===== src/rtl/jt12_sh_wr_sched_if.sv =====
// rtl/jt12_sh_wr_sched_if.sv - host write-request bus between the register decoder and jt12_sh_wr_sched
// Purpose: carries one slot write request and its busy/ack/err/readback response.
// Signals:
//   req, req_slot, req_data  host -> scheduler   write request, target slot, value
//   busy, ack, err           scheduler -> host   request gating and completion pulses
//   rd_data                  scheduler -> host   previous contents of the written slot
// Modports: master = host/decoder side, slave = scheduler side.
interface jt12_sh_wr_sched_if #(
    parameter int WIDTH = 5,
    parameter int SLOTW = 5
);
    logic             req;
    logic [SLOTW-1:0] req_slot;
    logic [WIDTH-1:0] req_data;
    logic             busy;
    logic             ack;
    logic             err;
    logic [WIDTH-1:0] rd_data;

    modport master (
        output req, req_slot, req_data,
        input  busy, ack, err, rd_data
    );

    modport slave (
        input  req, req_slot, req_data,
        output busy, ack, err, rd_data
    );
endinterface


===== src/rtl/jt12_sh_wr_sched.sv =====
// rtl/jt12_sh_wr_sched.sv - write scheduler for a circulating per-slot shift register
// Purpose: owns the input of a STAGES-deep slot loop. After reset it sweeps every
//   slot to RSTVAL, then recirculates the loop output and injects one pending host
//   write in the cycle the target slot passes the loop input.
// Ports:
//   clk_i      clock; the external shifter advances every cycle
//   rst_i      synchronous reset, active-high
//   host       jt12_sh_wr_sched_if.slave: req/req_slot/req_data in, busy/ack/err/rd_data out
//   slot_o     slot index presented on sh_din_o this cycle
//   sh_drop_i  shifter output (old value of slot_o)
//   sh_din_o   shifter input
// Optional feature: JT12_SH_READBACK_EN builds a capture register so rd_data returns
//   the previous contents of the written slot; otherwise rd_data is tied to 0.
module jt12_sh_wr_sched #(
    parameter int               WIDTH  = 5,
    parameter int               STAGES = 24,
    parameter int               SLOTW  = 5,
    parameter logic [WIDTH-1:0] RSTVAL = '0
) (
    input  logic                     clk_i,
    input  logic                     rst_i,
    jt12_sh_wr_sched_if.slave        host,
    output logic [SLOTW-1:0]         slot_o,
    input  logic [WIDTH-1:0]         sh_drop_i,
    output logic [WIDTH-1:0]         sh_din_o
);

    localparam logic [SLOTW-1:0] LAST_SLOT = SLOTW'(STAGES - 1);
    // One extra bit so STAGES == 2**SLOTW still compares correctly.
    localparam logic [SLOTW:0]   NUM_SLOTS = (SLOTW + 1)'(STAGES);

    typedef enum logic [1:0] {
        ST_INIT,
        ST_IDLE,
        ST_WAIT
    } state_t;

    state_t           state_q, state_d;
    logic [SLOTW-1:0] slot_q, slot_d;
    logic [SLOTW-1:0] pend_slot_q, pend_slot_d;
    logic [WIDTH-1:0] pend_data_q, pend_data_d;
    logic             ack_q, ack_d;
    logic             err_q, err_d;

    // Free-running slot counter, independent of the FSM.
    assign slot_d = (slot_q == LAST_SLOT) ? '0 : slot_q + 1'b1;

    always_ff @(posedge clk_i) begin
        if (rst_i) begin
            state_q     <= ST_INIT;
            slot_q      <= '0;
            pend_slot_q <= '0;
            pend_data_q <= '0;
            ack_q       <= 1'b0;
            err_q       <= 1'b0;
        end else begin
            state_q     <= state_d;
            slot_q      <= slot_d;
            pend_slot_q <= pend_slot_d;
            pend_data_q <= pend_data_d;
            ack_q       <= ack_d;
            err_q       <= err_d;
        end
    end

    always_comb begin
        state_d     = state_q;
        pend_slot_d = pend_slot_q;
        pend_data_d = pend_data_q;
        ack_d       = 1'b0;
        err_d       = 1'b0;
        sh_din_o    = sh_drop_i;
        case (state_q)
            ST_INIT: begin
                sh_din_o = RSTVAL;
                if (slot_q == LAST_SLOT) begin
                    state_d = ST_IDLE;
                end
            end
            ST_IDLE: begin
                if (host.req) begin
                    if ({1'b0, host.req_slot} < NUM_SLOTS) begin
                        pend_slot_d = host.req_slot;
                        pend_data_d = host.req_data;
                        state_d     = ST_WAIT;
                    end else begin
                        // Out-of-range slot: answer immediately, loop untouched.
                        ack_d = 1'b1;
                        err_d = 1'b1;
                    end
                end
            end
            ST_WAIT: begin
                if (slot_q == pend_slot_q) begin
                    sh_din_o = pend_data_q;
                    ack_d    = 1'b1;
                    state_d  = ST_IDLE;
                end
            end
            default: begin
                state_d = ST_INIT;
            end
        endcase
    end

    assign slot_o    = slot_q;
    assign host.busy = (state_q != ST_IDLE);
    assign host.ack  = ack_q;
    assign host.err  = err_q;

`ifdef JT12_SH_READBACK_EN
    logic [WIDTH-1:0] rd_data_q, rd_data_d;

    // ack_d marks both the write cycle and the reject cycle; err_d tells them apart.
    always_comb begin
        rd_data_d = rd_data_q;
        if (ack_d) begin
            rd_data_d = err_d ? '0 : sh_drop_i;
        end
    end

    always_ff @(posedge clk_i) begin
        if (rst_i) begin
            rd_data_q <= '0;
        end else begin
            rd_data_q <= rd_data_d;
        end
    end

    assign host.rd_data = rd_data_q;
`else
    assign host.rd_data = '0;
`endif

endmodule


===== src/flat_wrapper.sv =====
// flat-port wrapper written by rule: the top's interface ports become plain ports
module jt12_sh_wr_sched_flat 
#(
    parameter int               WIDTH  = 5,
    parameter int               STAGES = 24,
    parameter int               SLOTW  = 5,
    parameter logic [WIDTH-1:0] RSTVAL = '0
)
  (clk_i, rst_i, slot_o, sh_drop_i, sh_din_o, host_req, host_req_slot, host_req_data, host_busy, host_ack, host_err, host_rd_data);
  jt12_sh_wr_sched_if #(.WIDTH(WIDTH), .SLOTW(SLOTW)) host_i ();
  input  logic clk_i;
  input  logic rst_i;
  output logic [SLOTW-1:0] slot_o;
  input  logic [WIDTH-1:0] sh_drop_i;
  output logic [WIDTH-1:0] sh_din_o;
  input wire logic [$bits(host_i.req)-1:0] host_req;
  input wire logic [$bits(host_i.req_slot)-1:0] host_req_slot;
  input wire logic [$bits(host_i.req_data)-1:0] host_req_data;
  output wire logic [$bits(host_i.busy)-1:0] host_busy;
  output wire logic [$bits(host_i.ack)-1:0] host_ack;
  output wire logic [$bits(host_i.err)-1:0] host_err;
  output wire logic [$bits(host_i.rd_data)-1:0] host_rd_data;
  assign host_i.req = host_req;
  assign host_i.req_slot = host_req_slot;
  assign host_i.req_data = host_req_data;
  assign host_busy = host_i.busy;
  assign host_ack = host_i.ack;
  assign host_err = host_i.err;
  assign host_rd_data = host_i.rd_data;
  jt12_sh_wr_sched #(.WIDTH(WIDTH), .STAGES(STAGES), .SLOTW(SLOTW), .RSTVAL(RSTVAL)) u_core (.clk_i(clk_i), .rst_i(rst_i), .host(host_i), .slot_o(slot_o), .sh_drop_i(sh_drop_i), .sh_din_o(sh_din_o));
endmodule

===== config.mk =====
export PLATFORM = sky130hd
export DESIGN_NAME = jt12_sh_wr_sched_flat
export DESIGN_NICKNAME = d
export VERILOG_FILES = /design/src/rtl/jt12_sh_wr_sched_if.sv /design/src/rtl/jt12_sh_wr_sched.sv /design/src/flat_wrapper.sv
export SDC_FILE = /design/constraint.sdc
export NUM_CORES = 1
export LEC_CHECK = 0
export CAP_MARGIN = 20
export CORE_ASPECT_RATIO = 0.8
export CORE_MARGIN = 4
export CORE_UTILIZATION = 40
export DETAILED_ROUTE_END_ITERATION = 10
export PLACE_DENSITY = 0.72
export SYNTH_ARGS = -nofsm -noshare
export SYNTH_HDL_FRONTEND = slang
export SYNTH_SLANG_ARGS = --single-unit

===== constraint.sdc =====
create_clock -name clk_i -period 3.3 [get_ports clk_i]
set_input_delay 0.495 -clock clk_i [delete_from_list [all_inputs] [get_ports clk_i]]
set_output_delay 0.495 -clock clk_i [all_outputs]
set_load 0.005 [all_outputs]

==> summary.md, run 1 <==
| Metric | Value |
|---|---|
| Drt drc | `0` |
| Fin crit share | `between 80% and 90%` |
| Outcome | `complete, no violations` |
| Crit path launch type | `flop` |
| Fin area | `0.00129 mm2` |
| Yosys warnings | `0` |
| Total negative slack | `0 ns` |
| GR Layer Usage met3 | `between 4 and 5%` |
| Post-route non-filler standard cell count | `about 160` |
| FF+latch count, synth | `19` |
| Worst hold path type | `flop to flop` |
| GRT busiest layer | `met2` |
| Placed insts | `around 150` |
| Dpl ws | `between 0.9 and 1 ns` |
| IO buf count | `30` |
| Worst reg-to-reg path cell count | `7` |
| Initial antenna violation count | `0` |
| Layout cell share with drive strength beyond 1 | `between 7 and 8%` |
| Post-route ant nets | `0` |
| Mapped Avg Cell Area | `approximately 9.5 um2` |
| H-tree level count | `1` |
| Number of global-route vias before repair | `a little under 800` |
| EDFF count, synth | `0` |
| Maximum vdd drop | `around 290 uV` |
| Final WS setup | `between 0.6 and 0.7 ns` |
| Placed Area | `around 0.0013 mm2` |
| Die ar. | `about 0.0033 mm2` |
| Fin crit period | `approximately 2.6 ns` |
| Max Freq | `378 MHz` |
| Hold path cells | `2` |
| Total track usage | `14.0%` |
| Slew headroom | `62.6%` |
| WS Path Type | `flop to output port` |
| Drt first pass iters | `4` |
| Num rows | `15` |
| Clk slew on worst S/H paths | `0.11 ns` |
| Static leakage power | `0.482 nW` |
| Final Wtd Congestion | `~0.74` |
| DP HPWL | `about 1700 um` |
| Top_reg_cell synth | `dfxtp_1` |
| Hold WS | `between 0.5 and 0.6 ns` |
| Root buffer cell | `clkbuf_4` |
| CTS max path bufs | `2` |
| Initial Util | `43.7%` |
| CTS tree | `yes` |
| Worst Max-Slew Pin Slew | `0.560 ns` |
| Synth area leader | `dfxtp_1` |
| TritonCTS Buffers | `3` |
| WP data required | `roughly 2.8 ns` |
| Sequential area share after synthesis | `39.0%` |
| Core Area | `~0.0022 mm2` |
| # setup viols final | `0` |
| Die height | `roughly 52 um` |
| Top-area cell type share of the netlist area | `between 30% and 40%` |
| Post-synthesis cell type count | `29` |
| Worst Path Max Fanout | `6` |
| Post-Synthesis Cells | `approximately 100` |
| Clk_skew | `~0.0024 ns` |
| Power per Cell Area | `roughly 460 mW/mm2` |
| Max_cap viols | `0` |
| Most frequent cell after synthesis | `dfxtp_1` |
| Die width | `between 60 and 70 um` |
| Via/cell ratio | `~5.0` |
| Grt met2 use | `a little under a quarter` |
| Total global routing overflow | `0` |
| First-pass GRT wire length | `roughly 3600 um` |
| Routed Wire Length | `roughly 2100 um` |
| DR vias | `just under 800` |
| Final Hold Viols | `0` |
| # nets final | `~160` |
| Final Max Slew Viols | `0` |
| Grt met1 use | `~17%` |
| Post-CTS Setup Repair Bufs | `0` |
| Synthesized cell area | `976 um2` |
| Avg WL per Cell | `around 14 um` |
| Post-synth ARST share | `0%` |
| Synth area leaders | `dfxtp_1 39%, mux2i_1 11%, ha_1 6.4%, nor2_1 5.4%, xnor2_1 5.4%` |
| Diodes inserted | `0` |
| Worst path arrival time | `about 2.2 ns` |
| CTS resizes | `0` |
| Clk_lat worst skew | `0.31 ns` |
| RSZ-0062 raised after global routing | `no` |
| Area Growth Syn to Fin | `32.7%` |
| Synth top cells by count | `19 x dfxtp_1, 14 x nor2_1, 11 x mux2i_1` |
| Ports | `36` |
| Crit path capture type | `output port` |
| Hold_buf cts | `0` |
| 1st-iter DRT viols | `14` |
| Num Clock Sinks | `19` |
| Largest net degree at the start of global routing | `16` |
[worst max-delay path, cell delays in order, from the launching register on]
cell and delay, ns:
dfxtp_1 0.40, inv_1 0.08, ha_1 0.25, and3_4 0.17
a21oi_2 0.27, a22o_1 0.18, clkdlybuf4s50_1 0.50
[layout make-up]
type / instances / area (um2)
fillers: 203 / 938
flip-flops and latches: 19 / 380
clock inverters: 1 / 7.51
multi-input cells: 75 / 531
well taps: 25 / 31.3
inverters: 4 / 15.0
clock buffers: 3 / 22.5
repair buffers: 31 / 308
[worst paths after layout]
kind / startpoint / end / slack (ns)
max reg2reg: u_core.state_q[1] / u_core.pend_slot_q[2] / 1.57
min: u_core.state_q[1] / u_core.state_q[1] / 0.51
max: u_core.state_q[0] / sh_din_o[0] / 0.66
min reg2reg: u_core.state_q[1] / u_core.state_q[1] / 0.51
[per-layer routing]
layer,routed length [um],share of wire [%]
met5,0,0
met2,987,46
met4,12,0.56
met1,1010,47
met3,133,6.2
[state kept, by name, summed over array words and instances (netlist names)]
signal / count
u_core.host.ack: 1
u_core.host.err: 1
u_core.pend_data_q: 5
u_core.pend_slot_q: 5
u_core.slot_o: 5
u_core.state_q: 2
[kinds of logic after synthesis]
| family | Yosys count | synth area share [%] |
|---|---|---|
| buffers and inverters | 13 | 8.20 |
| AOI/OAI and AO/OA | 14 | 12.1 |
| other | 1 | 0.384 |
| xor gates and xnor gates | 7 | 6.28 |
| DFF | 19 | 39.0 |
| muxes | 11 | 11.3 |
| and+or+nand+nor | 33 | 16.4 |
| adders and majority gates | 5 | 6.41 |
[stage by stage]
step,util [%],power (mW)
3_5_place_dp,56.6,0.476
6_report,58.0,0.599
2_1_floorplan,-,0.392
4_1_cts,58.0,0.604
3_3_place_gp,56.6,0.473
5_1_grt,58.0,0.638
[cells in the final DEF (no fill, tap or decap)]
cell	synthesis	layout
clkdlybuf4s50_1	0	30
nand2_1	8	8
a21oi_2	1	1
a21boi_0	2	2
clkbuf_4	0	3
xor2_1	1	1
o211a_1	1	1
ha_1	5	5
inv_1	4	4
xnor2_1	6	6
nor2_1	14	14
or2_2	1	1
clkinvlp_4	0	1
a211oi_2	1	1
dfxtp_1	19	19
and3_1	2	2
conb_1	1	5
nand4b_1	2	2
nor3_1	1	1
and2_4	1	1
a22o_1	5	5
buf_4	6	1
a21oi_1	2	2
o2bb2ai_1	1	1
nand3_1	2	2
and3_4	1	1
nor2b_1	1	1
o32ai_1	1	1
mux2i_1	11	11
[power breakdown]
part / total, mW / internal, mW / leakage (nW) / switching (mW)
sequential: 0.265 / 0.248 / 0.154 / 0.0171
combinational: 0.207 / 0.118 / 0.314 / 0.0893
clock: 0.127 / 0.0463 / 0.0139 / 0.0803
total: 0.599 / 0.412 / 0.482 / 0.187
Power figures use the tool's default switching activity.
==> run 2, diff against run 1 <==
--- a/config.mk
+++ b/config.mk
@@ -8,9 +8,9 @@
 export CAP_MARGIN = 20
 export CORE_ASPECT_RATIO = 0.8
 export CORE_MARGIN = 4
-export CORE_UTILIZATION = 40
+export CORE_UTILIZATION = 39
 export DETAILED_ROUTE_END_ITERATION = 10
-export PLACE_DENSITY = 0.72
+export PLACE_DENSITY = 0.74
 export SYNTH_ARGS = -nofsm -noshare
 export SYNTH_HDL_FRONTEND = slang
 export SYNTH_SLANG_ARGS = --single-unit
==> constraint.sdc (replaced) <==
create_clock -name clk_i -period 2.35 [get_ports clk_i]
set_input_delay 0.3525 -clock clk_i [delete_from_list [all_inputs] [get_ports clk_i]]
set_output_delay 0.3525 -clock clk_i [all_outputs]
set_load 0.005 [all_outputs]
==> run 2 against run 1 <==
- global-route usage up 0.56 points
- utilization up 4.1 points
- highest routed layer unchanged
- largest power group unchanged
- register-to-register slack worse by 0.86 ns
- critical path depth down 1
- clock power up 37%
- clock skew up 0.0060 ns
- design area up 8.8%
- routed wire length up 10%
==> summary.md, run 2 (synthesis gave the netlist of run 1 again) <==
| Metric | Value |
|---|---|
| Final Max Slew Viols | `0` |
| Power per Cell Area | `638 mW/mm2` |
| Num rows | `15` |
| Max Freq | `approximately 440 MHz` |
| Drt drc | `0` |
| Worst Path Max Fanout | `6` |
| Worst hold path type | `flop to flop` |
| Tot Pwr | `approximately 900 uW` |
| Commonest non-fill, non-tap cells in the layout | `28 x clkdlybuf4s50_1, 14 x nor2_1, 13 x dfxtp_1` |
| Maximum vdd drop | `roughly 420 uV` |
| Total track usage | `about 15%` |
| Clk_lat worst skew | `slightly above 0.3 ns` |
| Initial Util | `a little over two fifths` |
| CTS tree | `yes` |
| Hold_buf cts | `0` |
| Drt first pass iters | `4` |
| IO buf count | `30` |
| Via/cell ratio | `between 4 and 5` |
| Worst path arrival time | `a little under 2 ns` |
| Most common cell after layout, fill and taps aside | `clkdlybuf4s50_1` |
| Ports | `36` |
| Footprint of the multi-input gates | `between 500 and 600 um2` |
| Static leakage power | `around 0.56 nW` |
| Diodes inserted | `0` |
| Final Wtd Congestion | `about 0.73` |
| Core Area | `about 0.0023 mm2` |
| Post-route ant nets | `0` |
| 1st-iter DRT viols | `11` |
| H-tree level count | `1` |
| Clk_skew | `about 0.0084 ns` |
| Fin crit share | `a little under 100%` |
| Num Clock Sinks | `19` |
| CTS max path bufs | `2` |
| Initial antenna violation count | `0` |
| Crit path launch type | `flop` |
| Slowest CP cell | `clkdlybuf4s50_1` |
| Routed Wire Length | `about 2400 um` |
| Dpl ws | `0.185 ns` |
| Total global routing overflow | `0` |
| Die width | `between 60 and 70 um` |
| DR vias | `831` |
| Max_cap viols | `0` |
| # nets final | `around 160` |
| Total negative slack | `0 ns` |
| Final Hold Viols | `0` |
| Outcome | `complete, no violations` |
| Avg WL per Cell | `between 10 and 15 um` |
| Die ar. | `0.00337 mm2` |
| Hold WS | `around 0.49 ns` |
| Register area | `roughly 390 um2` |
| Crit-path cells | `xnor2_1, and3_4, and2_4, a22o_1, clkdlybuf4s50_1` |
| Fin crit period | `roughly 2.3 ns` |
| Filler cells | `190` |
| Die height | `approximately 53 um` |
| Root buffer cell | `clkbuf_4` |
| WS Path Type | `flop to output port` |
| CP peak stage delay | `roughly 0.50 ns` |
| Final WS setup | `between 0.05 and 0.06 ns` |
| Layout cell share with drive strength beyond 1 | `between 20 and 25%` |
| First-pass GRT wire length | `3680 um` |
| Largest net degree at the start of global routing | `13` |
| Number of global-route vias before repair | `slightly below 800` |
| TritonCTS Buffers | `3` |
| # setup viols final | `0` |
| WP data required | `approximately 2 ns` |
| Area Growth Syn to Fin | `44.4%` |
| DP HPWL | `between 1500 and 2000 um` |
| Crit path capture type | `output port` |
| Clk slew on worst S/H paths | `around 0.12 ns` |
run 2: routing by layer:
layer / track usage [%] / vias up / wire [um]
met3: 4.29 / 10 / 106
met1: 15.7 / 387 / 976
li1: - / 409 / -
met2: 27.4 / 25 / 1230
met4: 4.66 / 0 / 53
met5: 0 / - / 0
run 2: worst paths after layout:
path	slack, ns	cells after the start	to	startpoint
setup reg to reg	0.71	5	u_core.state_q[1]	u_core.slot_o[0]
hold / removal	0.49	1	u_core.slot_o[0]	u_core.slot_o[0]
setup / recovery	0.06	5	sh_din_o[0]	u_core.pend_slot_q[4]
hold reg to reg	0.49	1	u_core.slot_o[0]	u_core.slot_o[0]
run 2: worst max-delay path: cells and delay by family (launching register included):
family | cells | cell delay, ns
DFF | 1 | 0.34
and+or+nand+nor | 2 | 0.43
xor gates and xnor gates | 1 | 0.23
AOI/OAI and AO/OA | 1 | 0.13
buffers and inverters | 1 | 0.50
run 2: area by class of cell:
| cell class | instances | area share [%] |
|---|---|---|
| clock buffers | 3 | 1.60 |
| repair buffers | 36 | 24.9 |
| well taps | 34 | 3.02 |
| flip-flops and latches | 19 | 27.7 |
| clock inverters | 1 | 0.533 |
| inverters | 4 | 1.07 |
| multi-input cells | 75 | 41.2 |
run 2: power breakdown:
group,switching [mW],leakage (nW),internal (mW)
clock,0.109,0.0139,0.0650
sequential,0.0264,0.157,0.350
combinational,0.150,0.385,0.199
run 2: metrics by stage:
stage	instance area, um2	cells	utilization (%)
finish	1410	172	62.0
global route	1410	172	62.0
CTS	1340	170	59.2
detailed placement	1300	166	57.2
global placement	1300	166	57.2
floorplan	991	107	-
run 2: timing repair:
item / in CTS / in global routing
pin swaps: 1 / 2
resized for setup: 6 / 12
endpoints found under the setup margin: 5 / 5
setup buffers: 0 / 2
==> run 3, diff against run 2 <==
--- a/config.mk
+++ b/config.mk
@@ -10,7 +10,7 @@
 export CORE_MARGIN = 4
 export CORE_UTILIZATION = 39
 export DETAILED_ROUTE_END_ITERATION = 10
-export PLACE_DENSITY = 0.74
+export PLACE_DENSITY = 0.82
 export SYNTH_ARGS = -nofsm -noshare
 export SYNTH_HDL_FRONTEND = slang
 export SYNTH_SLANG_ARGS = --single-unit
==> run 3 against run 2 <==
- global-route usage increased by 0.059 points
- setup slack improved by 0.30 ns
- highest routed layer unchanged
- critical path depth increased by 1
- worst hold slack got worse by 0.018 ns
- critical endpoint is now sh_din_o[4]
- non-clock buffer count increased by 1
- sequential power decreased by 2%
- first-iteration DRC count increased by 130%
- utilization increased by 0.28 points
- count of clock-buffer cells in the layout unchanged
- final cell count increased by 0.58%
- sequential cell count unchanged
==> summary.md, run 3 (synthesis gave the netlist of run 1 again) <==
| Metric | Value |
|---|---|
| Final WS setup | `roughly 0.36 ns` |
| H-tree level count | `1` |
| Register area | `between 300 and 400 um2` |
| RR Startpoint | `u_core.slot_o[0]` |
| Max_cap viols | `0` |
| Grt met1 use | `about 15%` |
| Fin crit share | `between 80 and 90%` |
| Worst hold path type | `flop to flop` |
| Ports | `36` |
| GR Layer Usage met3 | `5.79%` |
| First-pass GRT wire length | `around 3700 um` |
| Clk_lat worst skew | `around 0.30 ns` |
| # setup viols final | `0` |
| IO buf count | `30` |
| Initial Util | `a little over two fifths` |
| Die ar. | `roughly 0.0034 mm2` |
| Worst reg-to-reg path cell count | `5` |
| Post-route ant nets | `0` |
| Filler cells | `~190` |
| CTS max path bufs | `2` |
| # nets final | `around 160` |
| Initial antenna violation count | `0` |
| Avg WL per Cell | `around 13 um` |
| Diodes inserted | `0` |
| Num Clock Sinks | `19` |
| Drt first pass iters | `4` |
| Power per Cell Area | `between 600 and 700 mW/mm2` |
| Largest net degree at the start of global routing | `15` |
| HP Start | `u_core.slot_o[0]` |
| Die width | `around 64 um` |
| Dpl ws | `around 0.14 ns` |
| GRT busiest layer | `met2` |
| Number of global-route vias before repair | `864` |
| Final Max Slew Viols | `0` |
| Final Hold Viols | `0` |
| Crit path from | `u_core.state_q[0]` |
| Num rows | `15` |
| Layout cell share with drive strength beyond 1 | `20.1%` |
| Clk_skew | `~0.0057 ns` |
| Final Wtd Congestion | `around 0.75` |
| Die height | `between 50 and 60 um` |
| Crit path capture type | `output port` |
| Core Area | `0.00227 mm2` |
| Most common cell after layout, fill and taps aside | `clkdlybuf4s50_1` |
| Tot Pwr | `slightly below 900 uW` |
| Outcome | `complete, no violations` |
| Total global routing overflow | `0` |
| Clk slew on worst S/H paths | `~0.11 ns` |
| DR vias | `between 800 and 900` |
| Total track usage | `between 10 and 15%` |
| TritonCTS Buffers | `3` |
| RSZ-0062 raised after global routing | `no` |
| Routed Wire Length | `about 2300 um` |
| Static leakage power | `roughly 0.61 nW` |
| CP peak stage delay | `0.34 ns` |
| Grt met2 use | `about 26%` |
| Via/cell ratio | `4.71` |
| Drt drc | `0` |
| Maximum vdd drop | `just over 400 uV` |
| Root buffer cell | `clkbuf_4` |
| Total negative slack | `0 ns` |
| Max Freq | `roughly 500 MHz` |
| WS Path Type | `flop to output port` |
| DP HPWL | `roughly 1800 um` |
| Worst path arrival time | `roughly 1.6 ns` |
| Fin crit period | `between 1.5 and 2 ns` |
| Footprint of the multi-input gates | `approximately 570 um2` |
| Crit path launch type | `flop` |
| CTS tree | `yes` |
| WP data required | `2.00 ns` |
| Crit-path cells | `inv_1, ha_4, and3_4, and2_4, a22o_1, dlymetal6s2s_1` |
| Slowest CP cell | `dfxtp_2` |
| 1st-iter DRT viols | `25` |
| Commonest non-fill, non-tap cells in the layout | `25 x clkdlybuf4s50_1, 14 x nor2_1, 13 x dfxtp_1` |
| Worst Path Max Fanout | `6` |
| Hold path cells | `1` |
| Area Growth Syn to Fin | `45.0%` |
==> run 3: cell types whose count changed in the layout (fill, tap and decap cells not counted) <==
cell             previous run  this run
buf_4                       6         7
clkdlybuf4s50_1            28        25
inv_1                       3         4
xnor2_1                     3         4
inv_2                       1         0
and3_4                      2         1
nor2b_1                     1         0
xnor2_2                     3         2
dlymetal6s2s_1              2         5
and3_2                      0         1
nor2b_2                     0         1
==> run 3: power breakdown <==
part           internal, mW  switching [mW]  total (mW)
sequential            0.350          0.0195       0.369
combinational         0.186           0.153       0.339
clock                0.0649           0.104       0.168
==> run 3: timing repair <==
action	in CTS	in global routing
buffers inserted	3	0
gates resized for setup	7	13
pin swaps	1	2
setup endpoints to repair	5	5
hold buffers	0	0
==> run 3: stage by stage <==
stage | cells | util, % | instance area, um2 | hold slack (ns)
after floorplan | 107 | - | 991 | 0.422
after global placement | 166 | 57.2 | 1300 | 0.473
after detailed placement | 166 | 57.2 | 1300 | 0.492
after CTS | 173 | 60.2 | 1370 | 0.476
after global routing | 173 | 62.3 | 1420 | 0.497
final | 173 | 62.3 | 1420 | 0.470
==> run 3: cell type report <==
type                            count  area share (%)
Sequential cell                    19            27.6
Inverter                            4            1.06
Clock inverter                      1           0.531
Tap cell                           34            3.01
Multi-Input combinational cell     75            40.4
Timing Repair Buffer               37            25.8
Clock buffer                        3            1.59
==> run 3: per-layer routing <==
layer  vias to the layer above  share of wire [%]  wire (um)
met2                        22                 52       1190
li1                        414                  -          -
met5                         -                  0          0
met3                         2                4.7        110
met4                         0               0.65         15
met1                       377                 43        997
==> run 3: critical path: cells and delay by family, from the launching register on <==
kind	cells	cell delay (ns)
compound gates	1	0.24
flops	1	0.34
fa+ha+maj	1	0.19
simple gates	2	0.34
buf+inv	2	0.24
==> run 3: final timing paths <==
path,to,slack [ns]
setup reg to reg,u_core.state_q[1],0.75
setup / recovery,sh_din_o[4],0.36
hold / removal,u_core.slot_o[0],0.47
hold reg to reg,u_core.slot_o[0],0.47
